==> config.mk <==
export PLATFORM = sky130hd
export DESIGN_NAME = sdram_arbiter
export DESIGN_NICKNAME = d
export VERILOG_FILES = /design/src/rtl/sdram_pkg.sv /design/src/rtl/sdram_ref_timer.sv /design/src/rtl/sdram_arbiter.sv
export SDC_FILE = /design/constraint.sdc
export NUM_CORES = 1
export LEC_CHECK = 0
export BUFFER_PORTS_ARGS = -buffer_cell sky130_fd_sc_hd__buf_2
export CORE_ASPECT_RATIO = 0.75
export CORE_MARGIN = 3
export CORE_UTILIZATION = 35
export DETAILED_ROUTE_END_ITERATION = 8
export PLACE_DENSITY_LB_ADDON = 0.25
export SLEW_MARGIN = 20
export SYNTH_ARGS = -nofsm -noshare
export SYNTH_HDL_FRONTEND = slang
export SYNTH_SLANG_ARGS = --single-unit
export TNS_END_PERCENT = 20
==> constraint.sdc <==
create_clock -name S_CLK -period 5.1 [get_ports S_CLK]
set_input_delay 0.51 -clock S_CLK [delete_from_list [all_inputs] [get_ports S_CLK]]
set_output_delay 0.51 -clock S_CLK [all_outputs]
set_load 0.02 [all_outputs]
==> src/rtl/sdram_pkg.sv <==
// Shared SDRAM control constants: arbiter state encoding, bank indices and the
// burst/refresh defaults that the command engine also relies on.
package sdram_pkg;

  typedef enum logic [1:0] {
    IDLE    = 2'd0,
    WRITE   = 2'd1,
    READ    = 2'd2,
    REFRESH = 2'd3
  } state_t;

  localparam logic [1:0] BANK_A = 2'd0;
  localparam logic [1:0] BANK_B = 2'd1;

  localparam int DEF_BURST_LEN    = 4;
  localparam int DEF_REF_INTERVAL = 780;

  // Ping-pong partner of a frame bank.
  function automatic logic [1:0] other_bank(input logic [1:0] b);
    return (b == BANK_A) ? BANK_B : BANK_A;
  endfunction

endpackage

==> src/rtl/sdram_ref_timer.sv <==
// Auto-refresh interval timer: raises a pending request every REF_INTERVAL
// cycles and records (sticky) when an interval expires with one still pending.
module sdram_ref_timer
  import sdram_pkg::*;
#(
  parameter int REF_INTERVAL = DEF_REF_INTERVAL
) (
  input  logic S_CLK,
  input  logic RST_N,
  input  logic refresh_ack,
  output logic ref_pending,
  output logic ref_overrun
);

  localparam int CNT_W = (REF_INTERVAL > 1) ? $clog2(REF_INTERVAL) : 1;

  logic [CNT_W-1:0] ref_cnt_q, ref_cnt_d;
  logic             ref_pending_q, ref_pending_d;
  logic             ref_overrun_q, ref_overrun_d;
  logic             wrap;

  // Next-state for the interval counter, pending flag and sticky overrun.
  always_comb begin
    wrap          = (ref_cnt_q == CNT_W'(REF_INTERVAL - 1));
    ref_cnt_d     = wrap ? '0 : ref_cnt_q + CNT_W'(1);
    ref_pending_d = ref_pending_q;
    ref_overrun_d = ref_overrun_q;
    if (refresh_ack) ref_pending_d = 1'b0;
    // A new interval always requests a refresh; if the previous one was never
    // serviced the request has been late by a full interval.
    if (wrap) begin
      ref_pending_d = 1'b1;
      if (ref_pending_q && !refresh_ack) ref_overrun_d = 1'b1;
    end
  end

  // Timer registers, cleared asynchronously.
  always_ff @(posedge S_CLK or negedge RST_N) begin
    if (!RST_N) begin
      ref_cnt_q     <= '0;
      ref_pending_q <= 1'b0;
      ref_overrun_q <= 1'b0;
    end else begin
      ref_cnt_q     <= ref_cnt_d;
      ref_pending_q <= ref_pending_d;
      ref_overrun_q <= ref_overrun_d;
    end
  end

  assign ref_pending = ref_pending_q;
  assign ref_overrun = ref_overrun_q;

endmodule

==> src/rtl/sdram_arbiter.sv <==
// Single-port SDRAM arbiter for a camera-to-display frame buffer: schedules
// write bursts, read bursts and auto-refresh, and ping-pongs frame banks so the
// reader only ever switches to a fully written frame.
module sdram_arbiter
  import sdram_pkg::*;
#(
  parameter int ADDR_W       = 20,
  parameter int BURST_LEN    = DEF_BURST_LEN,
  parameter int FRAME_WORDS  = 256,
  parameter int REF_INTERVAL = DEF_REF_INTERVAL
) (
  input  logic              S_CLK,
  input  logic              RST_N,
  input  logic              wr_req,
  input  logic              rd_req,
  output logic              write_en,
  output logic              read_en,
  output logic              refresh_en,
  input  logic              write_ack,
  input  logic              read_ack,
  input  logic              refresh_ack,
  output logic [ADDR_W-1:0] addr,
  output logic [1:0]        bank,
  output logic              wr_frame_done,
  output logic              rd_frame_done,
  output logic              ref_overrun
);

  state_t              state_q, state_d;
  state_t              last_served_q, last_served_d;
  logic                write_en_q, write_en_d;
  logic                read_en_q, read_en_d;
  logic                refresh_en_q, refresh_en_d;
  logic [ADDR_W-1:0]   addr_q, addr_d;
  logic [1:0]          bank_q, bank_d;
  logic [ADDR_W-1:0]   wr_addr_q, wr_addr_d;
  logic [ADDR_W-1:0]   rd_addr_q, rd_addr_d;
  logic [1:0]          wr_bank_q, wr_bank_d;
  logic [1:0]          rd_bank_q, rd_bank_d;
  logic                frame_ready_q, frame_ready_d;
  logic                wr_frame_done_q, wr_frame_done_d;
  logic                rd_frame_done_q, rd_frame_done_d;
  logic                grant_wr, grant_rd;
  logic                ref_pending;
  logic                ref_ack_valid;

  // Start address of the burst after the one at a.
  function automatic logic [ADDR_W-1:0] step_addr(input logic [ADDR_W-1:0] a);
    return a + ADDR_W'(BURST_LEN);
  endfunction

  // True when the burst at a is the last one of the frame.
  function automatic logic frame_end(input logic [ADDR_W-1:0] a);
    return step_addr(a) == ADDR_W'(FRAME_WORDS);
  endfunction

  // Only a refresh_ack seen while refreshing counts.
  assign ref_ack_valid = refresh_ack && (state_q == REFRESH);

  sdram_ref_timer #(
    .REF_INTERVAL (REF_INTERVAL)
  ) u_ref_timer (
    .S_CLK       (S_CLK),
    .RST_N       (RST_N),
    .refresh_ack (ref_ack_valid),
    .ref_pending (ref_pending),
    .ref_overrun (ref_overrun)
  );

  // Arbitration decision and per-state completion bookkeeping.
  always_comb begin
    state_d         = state_q;
    last_served_d   = last_served_q;
    write_en_d      = write_en_q;
    read_en_d       = read_en_q;
    refresh_en_d    = refresh_en_q;
    addr_d          = addr_q;
    bank_d          = bank_q;
    wr_addr_d       = wr_addr_q;
    rd_addr_d       = rd_addr_q;
    wr_bank_d       = wr_bank_q;
    rd_bank_d       = rd_bank_q;
    frame_ready_d   = frame_ready_q;
    wr_frame_done_d = 1'b0;
    rd_frame_done_d = 1'b0;
    // Round-robin only matters when both requesters are asking at once.
    grant_wr        = 1'b0;
    grant_rd        = 1'b0;
    if (!ref_pending) begin
      if (wr_req && rd_req) begin
        grant_wr = (last_served_q != WRITE);
        grant_rd = (last_served_q == WRITE);
      end else begin
        grant_wr = wr_req;
        grant_rd = rd_req;
      end
    end

    case (state_q)
      IDLE: begin
        if (ref_pending) begin
          state_d      = REFRESH;
          refresh_en_d = 1'b1;
        end else if (grant_wr) begin
          state_d    = WRITE;
          write_en_d = 1'b1;
          addr_d     = wr_addr_q;
          bank_d     = wr_bank_q;
        end else if (grant_rd) begin
          state_d   = READ;
          read_en_d = 1'b1;
          addr_d    = rd_addr_q;
          bank_d    = rd_bank_q;
        end
      end
      WRITE: begin
        if (write_ack) begin
          state_d       = IDLE;
          write_en_d    = 1'b0;
          last_served_d = WRITE;
          if (frame_end(wr_addr_q)) begin
            wr_addr_d       = '0;
            wr_bank_d       = other_bank(wr_bank_q);
            frame_ready_d   = 1'b1;
            wr_frame_done_d = 1'b1;
          end else begin
            wr_addr_d = step_addr(wr_addr_q);
          end
        end
      end
      READ: begin
        if (read_ack) begin
          state_d       = IDLE;
          read_en_d     = 1'b0;
          last_served_d = READ;
          if (frame_end(rd_addr_q)) begin
            rd_addr_d       = '0;
            rd_frame_done_d = 1'b1;
            // Follow the writer only once it has finished a whole frame;
            // otherwise replay the current one.
            if (frame_ready_q) begin
              rd_bank_d     = other_bank(wr_bank_q);
              frame_ready_d = 1'b0;
            end
          end else begin
            rd_addr_d = step_addr(rd_addr_q);
          end
        end
      end
      REFRESH: begin
        if (refresh_ack) begin
          state_d      = IDLE;
          refresh_en_d = 1'b0;
        end
      end
      default: state_d = IDLE;
    endcase
  end

  // State and registered outputs, all cleared asynchronously.
  always_ff @(posedge S_CLK or negedge RST_N) begin
    if (!RST_N) begin
      state_q         <= IDLE;
      last_served_q   <= READ;
      write_en_q      <= 1'b0;
      read_en_q       <= 1'b0;
      refresh_en_q    <= 1'b0;
      addr_q          <= '0;
      bank_q          <= '0;
      wr_addr_q       <= '0;
      rd_addr_q       <= '0;
      wr_bank_q       <= BANK_A;
      rd_bank_q       <= BANK_B;
      frame_ready_q   <= 1'b0;
      wr_frame_done_q <= 1'b0;
      rd_frame_done_q <= 1'b0;
    end else begin
      state_q         <= state_d;
      last_served_q   <= last_served_d;
      write_en_q      <= write_en_d;
      read_en_q       <= read_en_d;
      refresh_en_q    <= refresh_en_d;
      addr_q          <= addr_d;
      bank_q          <= bank_d;
      wr_addr_q       <= wr_addr_d;
      rd_addr_q       <= rd_addr_d;
      wr_bank_q       <= wr_bank_d;
      rd_bank_q       <= rd_bank_d;
      frame_ready_q   <= frame_ready_d;
      wr_frame_done_q <= wr_frame_done_d;
      rd_frame_done_q <= rd_frame_done_d;
    end
  end

  assign write_en      = write_en_q;
  assign read_en       = read_en_q;
  assign refresh_en    = refresh_en_q;
  assign addr          = addr_q;
  assign bank          = bank_q;
  assign wr_frame_done = wr_frame_done_q;
  assign rd_frame_done = rd_frame_done_q;

endmodule

==> results of run 1 <==
-- synthesized netlist by cell type (4+ instances only) --
| library cell | count | share of area (%) |
|---|---|---|
| sky130_fd_sc_hd__nor4_1 | 7 | 1.0 |
| sky130_fd_sc_hd__and3_1 | 9 | 1.3 |
| sky130_fd_sc_hd__nor3_1 | 10 | 1.2 |
| sky130_fd_sc_hd__xnor2_1 | 27 | 5.6 |
| sky130_fd_sc_hd__nand4_1 | 15 | 2.2 |
| sky130_fd_sc_hd__nand3_1 | 21 | 2.5 |
| sky130_fd_sc_hd__nor2_1 | 53 | 4.7 |
| sky130_fd_sc_hd__inv_1 | 9 | 0.80 |
| sky130_fd_sc_hd__buf_4 | 8 | 1.4 |
| sky130_fd_sc_hd__mux2i_1 | 22 | 5.2 |
| sky130_fd_sc_hd__o31ai_1 | 4 | 0.71 |
| sky130_fd_sc_hd__clkbuf_1 | 9 | 0.80 |
| sky130_fd_sc_hd__buf_2 | 4 | 0.47 |
| sky130_fd_sc_hd__xor2_1 | 14 | 2.9 |
| sky130_fd_sc_hd__or4_1 | 4 | 0.71 |
| sky130_fd_sc_hd__o21ai_0 | 11 | 1.3 |
| sky130_fd_sc_hd__nand2b_1 | 4 | 0.59 |
| sky130_fd_sc_hd__nand2_1 | 33 | 2.9 |
| sky130_fd_sc_hd__a21oi_1 | 29 | 3.4 |
| sky130_fd_sc_hd__dfrtp_1 | 77 | 46 |
| sky130_fd_sc_hd__a211oi_1 | 4 | 0.71 |
-- metrics by stage --
stage,utilization (%),power (µW)
3_3_place_gp,37.8,1460
3_5_place_dp,37.8,1470
6_report,40.6,2110
5_1_grt,40.6,2250
4_1_cts,40.4,2140
2_1_floorplan,-,1300
-- where the power goes --
group          internal (µW)  switching, µW
sequential               760            138
clock                    397            263
combinational            202            354
total                   1360            756
-- cell families after synthesis --
group	Yosys count
xor gates and xnor gates	41
buffers and inverters	40
AOI/OAI and AO/OA	71
and+or+nand+nor	180
muxes	22
DFF	79
adders and majority gates	3
other	1
-- area by class of cell --
class / instances / area share [%]
clock buffers: 11 / 5.12
clock inverters: 5 / 1.34
inverters: 9 / 0.712
multi-input cells: 320 / 42.8
flip-flops and latches: 79 / 41.7
well taps: 162 / 4.27
repair buffers: 34 / 4.06
-- metal layers --
layer / GRT usage (%) / wire length (µm)
met5: 0 / 0
met3: 3.19 / 468
met2: 21.3 / 3970
met4: 3.83 / 75
met1: 20.1 / 4550
-- placed cells by master (no fill, tap or decap), types with 3 or more instances in the layout --
cell type,synthesis,layout
sky130_fd_sc_hd__mux2i_1,22,22
sky130_fd_sc_hd__conb_1,1,3
sky130_fd_sc_hd__xnor2_1,27,27
sky130_fd_sc_hd__xor2_1,14,14
sky130_fd_sc_hd__inv_1,9,9
sky130_fd_sc_hd__nor3_1,10,10
sky130_fd_sc_hd__clkbuf_16,0,9
sky130_fd_sc_hd__buf_2,4,30
sky130_fd_sc_hd__o31ai_1,4,4
sky130_fd_sc_hd__buf_4,8,3
sky130_fd_sc_hd__nand2b_1,4,4
sky130_fd_sc_hd__nand4_1,15,15
sky130_fd_sc_hd__nor4_1,7,7
sky130_fd_sc_hd__o21ai_1,3,3
sky130_fd_sc_hd__and3_1,9,9
sky130_fd_sc_hd__nand2_1,33,33
sky130_fd_sc_hd__ha_1,3,3
sky130_fd_sc_hd__or4_1,4,4
sky130_fd_sc_hd__dfrtp_1,77,77
sky130_fd_sc_hd__a211oi_1,4,4
sky130_fd_sc_hd__nor2_1,53,53
sky130_fd_sc_hd__nand3_1,21,21
sky130_fd_sc_hd__o21ai_0,11,11
sky130_fd_sc_hd__and4_1,3,3
sky130_fd_sc_hd__a21oi_1,29,29
-- sequential cells by signal, indices dropped and copies added, names as in the netlist --
signal and count:
addr 18, rd_addr_q 18, wr_addr_q 18, u_ref_timer.ref_cnt_q 10
last_served_q 2, state_q 2, bank 1, frame_ready_q 1
rd_bank_q 1, rd_frame_done 1, read_en 1, refresh_en 1
u_ref_timer.ref_overrun 1, u_ref_timer.ref_pending 1, wr_bank_q 1, wr_frame_done 1
write_en 1
-- critical path: stages (launching register included) --
cell and delay [ns]:
sky130_fd_sc_hd__dfrtp_1 0.49, sky130_fd_sc_hd__ha_1 0.31, sky130_fd_sc_hd__nand4_2 0.24, sky130_fd_sc_hd__nor3_2 0.23, sky130_fd_sc_hd__xnor2_1 0.07, sky130_fd_sc_hd__or4_1 0.54, sky130_fd_sc_hd__a2111oi_2 0.50, sky130_fd_sc_hd__a21oi_1 0.13
-- worst max path at each step --
stage,startpoint,to,slack (ns),cells past startpoint
2_1_floorplan,wr_addr_q[3],frame_ready_q,2.80,7
3_3_place_gp,wr_addr_q[2],wr_addr_q[8],2.54,7
3_5_place_dp,wr_addr_q[3],wr_addr_q[3],2.47,7
4_1_cts,wr_addr_q[2],wr_addr_q[3],2.42,7
5_1_grt,wr_addr_q[2],wr_addr_q[3],2.18,7
6_report,wr_addr_q[2],wr_addr_q[3],2.42,7
==> results, run 1 <==
- The vertical die dimension is 101 µm.
- The count of pins over their slew limit is 0.
- The setup violation total in the final timing report is 0.
- Cells with a size suffix above 1 make up between 10% and 20% of the layout.
- The count of flip-flops with a built-in enable after synthesis is 0.
- The type of destination of the critical path is a flop.
- After detailed routing, the average wire length per cell comes to 14.6 µm.
- The netlist area before placement is ~0.0042 mm².
- Once detail routing completed, the nets flagged for antenna violations numbered 0.
- The register area share after synthesis is between 40% and 50%.
- The synthesized netlist devotes ~22% of its cell area to simple gates.
- Counting flops and latches in the post-synthesis netlist gives between 70 and 80.
- The first-pass GRT wire length is between 15,000 and 20,000 µm.
- For this design, the CTS-stage hold fixing added 0 buffers.
- In this run the static leakage power is 0.00209 µW.
- The pre-CTS worst setup slack is 2.47 ns.
- The detailed placer's ending HPWL is 6460 µm.
- For this run, the total global-route usage over all layers was measured as 14.0%.
- The antenna cell count is 0.
- Across the run, the number of max-cap violations was 0.
- The worst register-to-register path has a depth of 7.
- The primary flip-flop cell chosen by synthesis mapping is sky130_fd_sc_hd__dfrtp_1.
- Setup total negative slack on the finished layout was measured at 0 ns.
- The final RePlAce weighted congestion is 0.871.
- The floorplan has 34 rows.
- For this run, the top clock speed supported by timing is 373 MHz.
- The worst setup path is of the reg -> reg kind.
- Dividing total power by cell area gives a power density of 446 mW/mm².
- The relative area change from synthesis to final layout is 12.4%.
- After clock tree synthesis, the setup repair step added 0 buffers.
- Excluding fillers, the count of instances in the completed layout stands at 620.
- The DRC violations left is 0.
- Entering global routing, the biggest net connects 80 pins.
- The largest driver fanout on the critical path is 9.
- The final number of hold-violating endpoints is 0.
- The CTS sink count is 79.
- The least setup slack across all paths after layout is 2.42 ns.
- The fill cell instance count of the final layout is 1,148.
- The chip width is about 130 µm.
- The synthesized instance count is 437.
- After synthesis, the largest family of logic cells by area is simple AND/OR/NAND/NOR gates.
- The setup slack of the worst register-to-register path is 2.42 ns.
- The total die area is roughly 0.013 mm².
- The count of cell types in the netlist is 60.
- The final net count is 463.
- The synthesized netlist devotes 10.8% of its cell area to compound gates.
- The first-pass iteration count of the detailed router is 4.
- After global routing the overflow that remains totals 0.
- The number of global-route vias before repair was 3,042.
- Gates resized during post-CTS repair numbered 0.
- The area occupied by registers is 0.00198 mm².
- The endpoint identified for the worst register-to-register timing path is wr_addr_q[3].
- The initial antenna violation count is 0.
- STA classifies the critical path startpoint as a flop.
- For this configuration, the core starts out at a cell density of 36.1%.
- The number of violations reported at the end of detailed-routing iteration 0 is 200.
- The floorplan step defined a core boundary enclosing ~0.012 mm².
- The share of cell area taken by muxes after synthesis is 5.21%.
- The total detailed-routing wirelength is 9060 µm.
- The buffer cell driving the clock tree root is sky130_fd_sc_hd__clkbuf_16.
- The min-delay analysis places its worst path in the category in -> async.
- For this run, the number of Yosys warnings is 0.
- The ratio of final minimum period to clock period is 52.6%.
- The max-slew headroom at the worst pin is a little over two fifths.
- The longest clock path from root to sink contains 2 buffers.
- Clock-pin slew was measured on the worst setup and hold paths at approximately 0.06 ns.
- Across all hold checks on the routed design, the worst slack comes to 0.123 ns.
- The slew at the pin with the worst max-slew slack is 0.853 ns.
- In this run the cell area measured after placement is approximately 0.0044 mm².
- Setup repair after global routing left no endpoint under its margin.
- The flow ran to the end, and the final reports show no timing, DRC or antenna violations.
- The clock latency on the worst-skew pair is 0.34 ns.
- The worst flop-to-flop path startpoint is wr_addr_q[2].
- TritonCTS built the clock tree.
- Across all layers, the routed design uses 3,159 vias.
- The routed design could run at a clock period as short as 2.68 ns.
- After Yosys synthesis, XOR and XNOR cells account for 8.50% of the synthesized area.
- The data required time of the critical path is 5.27 ns.
- The average instance in the mapped netlist occupies 9.66 µm².
- The depth of the CTS H-tree is 3.
- Using the TritonRoute via totals, the vias-per-cell ratio works out to 5.10.
- The post-route cell area is 0.00474 mm².
- STA puts the critical path data arrival time at 2.86 ns.
- The final clock skew is 0.00706 ns.
- The synthesized netlist devotes less than 1% of its cell area to adder and majority cells.
- The maximum VDD drop is about 0.00015 V.
- The multi-input combinational cells in the finished layout cover a total of 0.00203 mm².
- The count of input and output buffers is 31.
- The number of placed instances, taps included, is 603.
- The top-level port count is 35.
- The fraction of synthesis flops using an asynchronous set or reset pin is 100%.
- The total clock buffers created by CTS is 9.
Note: power is estimated with default switching activity, not from simulation.
==> run 2, diff against run 1 <==
Settings changed: ABC_AREA set to 1.
Clock period 5.1 ns to 2.4 ns, I/O delays scaled along.
==> run 2 against run 1 <==
- via count increased by 29%
- power increased to 2.6 times the previous value
- clock skew increased by 0.0048 ns
- register-to-register slack got worse by 2.2 ns
- clock-buffer cell count decreased by 2
- flip-flop and latch count unchanged
- critical path type unchanged
==> results, run 2 <==
- The path with the worst hold slack has its endpoint at addr[4].
- Setup repair after global routing left no endpoint under its margin.
- The netlist area before placement is ~0.0045 mm².
- The worst hold path begins at wr_req.
- By startpoint and endpoint, the worst setup path is classified as reg -> reg.
- The clock net in this run drives a total of 79 sinks.
- At the worst endpoint, the required time is 2.64 ns.
- Of the total power, combinational logic draws a little over a third.
- The detailed placer's ending HPWL is 8720 µm.
- The maximum VDD drop is 0.000443 V.
- TritonCTS built the clock tree.
- The register area share after synthesis is between 40% and 50%.
- The commonest cells after synthesis are sky130_fd_sc_hd__nand2_1 (193), sky130_fd_sc_hd__dfrtp_1 (77), sky130_fd_sc_hd__inv_1 (67).
- The setup check on the worst reg-to-reg path leaves a slack of 0.24 ns.
- The flow ran to the end, and the final reports show no timing, DRC or antenna violations.
- Max-cap violations in this run came to 0.
- The worst hold path was traced through 3 stages.
- The power share of the clock group is between 20% and 30%.
- The instance area after placement is 0.00489 mm².
- The ratio of cells with drive above 1 in the final layout is around 16%.
- The top-level port count is 35.
- The max-slew headroom at the worst pin is 58.6%.
- The class of the tightest hold or removal check is in -> reg.
- The slew at the pin with the worst max-slew slack is 0.622 ns.
- The detailed router placed approximately 4,100 vias in this run.
- The average detailed-routed wire length per instance is 14.3 µm.
- The count of pins over their slew limit is 0.
- The ratio of final minimum period to clock period is 90.2%.
- The later pin in the worst-skew pair is clocked with a latency of 0.35 ns.
- Fill cells in the final layout number 1,301.
- The register clock-pin slew on the reported worst setup and hold paths is roughly 0.070 ns.
- The floorplan step defined a die boundary enclosing 0.0144 mm².
- Of all nets on the critical path, the largest fanout is 7.
- Summing internal, switching and leakage power gives 5430 µW.
- The detailed router finished its first iteration with about 300 violations.
- Of the total power, the share spent switching nets is roughly 40%.
- The post-route cell area is 0.00521 mm².
- The internal power consumption is 3200 µW.
- Clock tree synthesis selected as its root buffer the cell sky130_fd_sc_hd__clkbuf_16.
- The startpoint type of the worst setup path is a flop.
- The leakage power figure is between 0.002 and 0.0025 µW.
- The worst setup path is captured at a flop.
- The worst reg2reg path endpoint is frame_ready_q.
- The total clock buffers created by CTS is 9.
- The depth of the CTS H-tree is 3.
- Once detail routing completed, the nets flagged for antenna violations numbered 0.
- The final clock skew is 0.0118 ns.
- In the synthesized netlist the dominant register cell turns out to be sky130_fd_sc_hd__dfrtp_1.
- The time the worst path needs with I/O delays and setup is 2.16 ns.
- The synthesized design spends more area on one cell type than any other, namely sky130_fd_sc_hd__dfrtp_1.
- The pre-CTS worst setup slack is 0.128 ns.
- The fraction of post-synthesis cell area in the top cell type by area is 42.5%.
- Dividing the detail-routed via count by the number of cells gives 4.99.
- The floorplan has 35 rows.
- The setup violation total in the final timing report is 0.
- The top cell types in the final layout, fill and taps aside, are sky130_fd_sc_hd__nand2_1 (193), sky130_fd_sc_hd__dfrtp_1 (76), sky130_fd_sc_hd__inv_1 (67).
- In this run the critical register-to-register path is launched from rd_addr_q[2].
- After synthesis, the cell types taking the most area are sky130_fd_sc_hd__dfrtp_1 (43%), sky130_fd_sc_hd__nand2_1 (16%), sky130_fd_sc_hd__o21ai_0 (6.3%).
- Yosys mapped a number of flops with a built-in enable equal to 0.
- The overall track demand over capacity in global routing is ~17%.
- Summed over all nets, the switching power comes to 2230 µW.
- The final number of hold-violating endpoints is 0.
- Each instance of the synthesized netlist takes up on average 7.41 µm².
- The fraction of synthesis flops using an asynchronous set or reset pin is 100%.
- Port buffering added 31 buffers.
- The final layout contains routed wiring with a total length of 11,700 µm.
- In this run the deepest clock path goes through 2 buffers.
- The die is between 100 and 150 µm wide.
- The synthesized instance count is 612.
- The relative area change from synthesis to final layout is 14.9%.
- The congestion estimate from routability-driven global placement came to 0.974.
- The final net count is 656.
- For the worst setup path, the data arrival time is ~2.4 ns.
- The initial antenna violation count came to 0.
- The areal power density over the cells is between 1000 and 1500 mW/mm².
- The initial core utilization is 36.3%.
- Once the clock tree was built, the setup fixing pass inserted 0 buffers.
- Static timing analysis puts the maximum clock frequency at around 460 MHz.
- The sequential power share is 38.4%.
- After floorplanning, the core was sized to cover 0.0125 mm².
- Entering global routing, the biggest net connects 47 pins.
- For the final routed database, the setup TNS stands at 0 ns.
- The number of global-route vias before repair came to 3,846.
- For this run, design rule violations remaining after detail routing come to 0.
- Leaving out fill and tap cells, the most frequent cell in the layout is sky130_fd_sc_hd__nand2_1.
- The number of antenna diodes in the final layout is 0.
- The least setup slack across all paths after layout is about 0.24 ns.
- Synthesis inferred between 70 and 80 register bits.
- The total overflow left after global routing is 0.
- The yosys synthesis warning count is 0.
- The count of cell types in the netlist is 35.
- The vertical die dimension is 105 µm.
- The first-pass GRT wire length is 19,700 µm.
- Counting cells, the worst reg-to-reg path comes to 12.
- The first TritonRoute pass finished after 4 iterations.
- The dominant cell by count in the synthesized netlist is sky130_fd_sc_hd__nand2_1.
[run 2: cell count changes in the layout (fill, tap and decap cells not counted), moves of 7 or more]
cell and change:
sky130_fd_sc_hd__nand2_1 +160, sky130_fd_sc_hd__inv_1 +58, sky130_fd_sc_hd__o21ai_0 +46, sky130_fd_sc_hd__xnor2_1 -25
sky130_fd_sc_hd__mux2i_1 -22, sky130_fd_sc_hd__nand3_1 +21, sky130_fd_sc_hd__a21oi_1 -20, sky130_fd_sc_hd__mux2_2 +18
sky130_fd_sc_hd__xor2_1 -11, sky130_fd_sc_hd__nor2_2 +10, sky130_fd_sc_hd__and3_1 -9, sky130_fd_sc_hd__nor2_4 +7
[run 2: how the worst max path moves through the flow]
stage                            start  cells past startpoint  slack (ns)             to
after detailed placement  wr_addr_q[2]                     14        0.13  frame_ready_q
final                     rd_addr_q[2]                     12        0.24  frame_ready_q
after CTS                 wr_addr_q[2]                     14        0.12  frame_ready_q
after global routing      rd_addr_q[2]                     12        0.03   rd_addr_q[2]
after global placement    wr_addr_q[2]                     14        0.13  frame_ready_q
after floorplan           wr_addr_q[2]                     13        0.60  frame_ready_q
[run 2: critical path, stage by stage (launching register included)]
cell                      delay [ns]
sky130_fd_sc_hd__dfrtp_1        0.47
sky130_fd_sc_hd__ha_1           0.27
sky130_fd_sc_hd__nand2_1        0.11
sky130_fd_sc_hd__o21ai_0        0.31
sky130_fd_sc_hd__inv_1          0.07
sky130_fd_sc_hd__nor2_1         0.21
sky130_fd_sc_hd__nand2_1        0.10
sky130_fd_sc_hd__nor2_1         0.11
sky130_fd_sc_hd__nand3_1        0.10
sky130_fd_sc_hd__nor2_1         0.12
sky130_fd_sc_hd__nand3_1        0.08
sky130_fd_sc_hd__nand2_1        0.06
sky130_fd_sc_hd__nand2_1        0.05
[run 2: power groups by stage]
| stage | registers, µW | clock network, µW | logic [µW] |
|---|---|---|---|
| 2_1_floorplan | 2110 | 0 | 1280 |
| 3_3_place_gp | 2080 | 0 | 1900 |
| 3_5_place_dp | 2090 | 0 | 1920 |
| 4_1_cts | 2070 | 1450 | 1920 |
| 5_1_grt | 2140 | 1510 | 2190 |
| 6_report | 2080 | 1420 | 1930 |
[run 2: timing repair]
item	4_1_cts	5_1_grt
resized for setup	0	4
endpoints found under the setup margin	0	8
hold endpoints to repair	44	0
hold buffers	1	0
[run 2: layout make-up]
cell class	count	area [µm²]	area share [%]
clock buffers	9	225	4.32
flip-flops and latches	79	1980	38.0
well taps	166	208	3.99
repair buffers	40	240	4.61
multi-input cells	447	2220	42.6
clock inverters	7	76.3	1.46
inverters	69	259	4.97
[run 2: through the flow]
| step | utilization [%] | hold slack, ns | cells |
|---|---|---|---|
| finish | 41.7 | 0.212 | 817 |
| global route | 41.7 | 0.250 | 817 |
| CTS | 41.7 | 0.200 | 817 |
| detailed placement | 39.2 | 0.313 | 800 |
| global placement | 39.2 | 0.311 | 800 |
| floorplan | - | -0.0556 | 614 |
[run 2: cell families (layout without fill, tap and decap cells)]
| kind of cell | count (synthesis) | after routing | synth area share (%) |
|---|---|---|---|
| and+or+nand+nor | 342 | 342 | 32.9 |
| buffers and inverters | 88 | 125 | 7.73 |
| DFF | 79 | 79 | 43.7 |
| AOI/OAI and AO/OA | 74 | 74 | 8.61 |
| muxes | 18 | 18 | 4.47 |
| xor gates and xnor gates | 7 | 7 | 1.68 |
| adders and majority gates | 3 | 3 | 0.828 |
| other | 1 | 3 | 0.0827 |
[run 2: layer usage]
metal / track usage (%) / routed length [µm] / vias to the layer above
met2: 23.4 / 4660 / 116
met4: 4.77 / 158 / 0
met5: 0 / 0 / -
met1: 27.7 / 6240 / 1915
li1: - / - / 2033
met3: 4.04 / 648 / 13
==> run 3, diff against run 2 <==
Settings changed: CORE_ASPECT_RATIO 0.75 to 1.25, SETUP_SLACK_MARGIN set to 0.05.
==> run 3 against run 2 <==
- cell count fell by 0.37%
- die area barely moved
- fmax rose by 2.3%
- sequential share of layout area barely moved
- power fell by 0.39%
- clock power rose by 3%
- highest routed layer unchanged
- final area barely moved
- first-iteration DRC count fell by 4.0%
- sequential power barely moved
==> results, run 3 (synthesis gave the netlist of run 2 again) <==
- The flow ran to the end, and the final reports show no timing, DRC or antenna violations.
- Setup repair after global routing left no endpoint under its margin.
- The arrival time at the worst endpoint is roughly 2.3 ns.
- For this configuration, the core starts out at a cell density of 36.6%.
- The routed design could run at a clock period as short as ~2.1 ns.
- The first-pass GRT wire length is 18,600 µm.
- The ratio of cells with drive above 1 in the final layout is approximately 16%.
- The leakage power figure is 0.00241 µW.
- At the pin with the least slew margin, the transition time is 0.565 ns.
- The final number of hold-violating endpoints is 0.
- The initial antenna violation count was 0.
- The startpoint type of the worst setup path is a flop.
- Entering global routing, the biggest net connects 39 pins.
- The clock drives 79 sinks.
- The leftover overflow at the end of global routing is 0.
- The number of buffers inserted to repair setup after CTS is 0.
- The TritonCTS clock tree is built.
- The per-cell via count in the routed design is 4.90.
- The clock latency on the worst-skew pair is between 0.3 and 0.4 ns.
- From bottom edge to top edge, the die measures 133 µm.
- The core region area is 0.0124 mm².
- Walking the worst path, the cells encountered are ha_2, nand2_1, nor2_4, nand2_2, nor2_4, xor2_2, nand2_1, nor2_2, nand2_2, nand2_1, nand3_1, nand2_1, nand2_1.
- The count of nets left with antenna violations once routing finished came out at 0.
- Among the stages of the critical path, the cell type that occurs most often is sky130_fd_sc_hd__nand2_1.
- Across all hold checks on the routed design, the worst slack comes to 0.211 ns.
- Port buffering added 31 buffers.
- In this run the power density over the cells is 1040 mW/mm².
- The register clock-pin slew on the reported worst setup and hold paths is 0.06 ns.
- The leading cell type in the layout, fill and taps excluded is sky130_fd_sc_hd__nand2_1.
- Detailed placement finished with a half-perimeter wire length of 8510 µm.
- The buffer cell driving the clock tree root is sky130_fd_sc_hd__clkbuf_16.
- TritonCTS created 9 clock buffers.
- The aggregate negative setup slack is 0 ns.
- Routability-driven placement finished with a final weighted congestion of 0.901.
- The setup violation total in the final timing report is 0.
- Of all nets on the critical path, the largest fanout is 7.
- The repair_antennas step left the layout with diodes totalling 0.
- Pin placement for this block handled 35 I/O pins.
- The worst-case IR drop observed on VDD is between 0.0003 and 0.0004 V.
- The overall track demand over capacity in global routing is 16.3%.
- The max-slew headroom at the worst pin is between 60 and 70%.
- After detailed routing, the number of remaining DRC violations is 0.
- Counting along the longest clock path gives a buffer depth of 2.
- The depth of the CTS H-tree is 3.
- The min-delay analysis places its worst path in the category in -> reg.
- The average detailed-routed wire length per instance is 13.8 µm.
- The slowest library cell on the worst path is sky130_fd_sc_hd__dfrtp_2.
- The final net count is about 660.
- The die covers roughly 0.014 mm².
- For the worst setup path, the data required time is between 2 and 3 ns.
- The number of standard-cell rows in the floorplan is 45.
- The worst setup path is of the reg -> reg kind.
- The number of global-route vias before repair is between 3,000 and 4,000.
- The worst setup path is captured at a flop.
- The number of violations reported at the end of detailed-routing iteration 0 is ~290.
- The final critical path takes up between 80% and 90% of the cycle.
- The peak per-stage delay on the critical path is 0.43 ns.
- For flop-to-flop paths, the worst setup slack is 0.28 ns.
- The top cell types in the final layout, fill and taps aside, are sky130_fd_sc_hd__nand2_1 (193), sky130_fd_sc_hd__dfrtp_1 (76), sky130_fd_sc_hd__inv_1 (67).
- The count of pins over their slew limit is 0.
- From left edge to right edge, the die measures 108 µm.
- Timing would allow up to 473 MHz.
- The routed layout has 3,989 vias.
- The first detailed-routing pass ran for 5 iterations.
- The final clock skew is 0.00625 ns.
- The tool flagged a number of max-cap violations equal to 0.
- Compared with the post-synthesis result, the final layout area differs by 15.0%.
- For this block, the routed nets add up to approximately 11,000 µm of wire.
[run 3: changes by cell type in the layout (fill, tap and decap cells not counted), sizes merged]
cell,delta
clkinv,+2
bufinv,+1
buf,-1
inv,-2
clkinvlp,-1
[run 3: repair_timing]
item,in CTS,in global routing
endpoints found under the setup margin,0,6
gates resized for setup,0,4
hold buffers,1,0
hold endpoints to repair,31,0
[run 3: worst max-delay path, delay by kind of cell (launching register included)]
family | cells | cell delay, ns
and+or+nand+nor | 11 | 1.20
DFF | 1 | 0.43
adders and majority gates | 1 | 0.25
xor gates and xnor gates | 1 | 0.15
[run 3: worst paths after layout]
kind,end,depth (start not counted),from
setup / recovery,frame_ready_q,13,wr_addr_q[2]
hold / removal,addr[4],3,wr_req
setup reg to reg,frame_ready_q,13,wr_addr_q[2]
hold reg to reg,u_ref_timer.ref_cnt_q[0],1,u_ref_timer.ref_cnt_q[0]
max in group asynchronous,wr_addr_q[13],3,RST_N
min in group asynchronous,wr_frame_done,2,RST_N
[run 3: stage by stage]
stage	instances	setup WS [ns]	instance area [µm²]	power [µW]	util (%)
after floorplan	614	0.596	4540	3390	-
after global placement	797	0.135	4880	3950	39.4
after detailed placement	797	0.146	4880	3980	39.4
after CTS	814	0.136	5210	5470	42.0
after global routing	814	0.0679	5210	5810	42.1
final	814	0.285	5210	5410	42.1
[run 3: cell type report]
type	count	area, µm²
fill	1279	7170
multi-input combinational	447	2220
sequential	79	1980
inverter	69	259
timing repair buffer	39	233
clock buffer	9	225
tap	164	205
clock inverter	7	95.1
[run 3: power by group]
part | switching (µW) | total, µW | leakage (µW) | internal, µW
clock | 553 | 1460 | 0.000156 | 912
sequential | 388 | 2080 | 0.00102 | 1690
combinational | 1190 | 1870 | 0.00124 | 679
total | 2130 | 5410 | 0.00241 | 3280
[run 3: per-layer routing]
layer  vias to the layer above  GRT usage, %  routed length [µm]
li1                       2034             -                   -
met1                      1859          20.1                4820
met2                        71          27.5                5680
met3                        25          3.30                 380
met4                         0          6.74                 334
met5                         -             0                   0
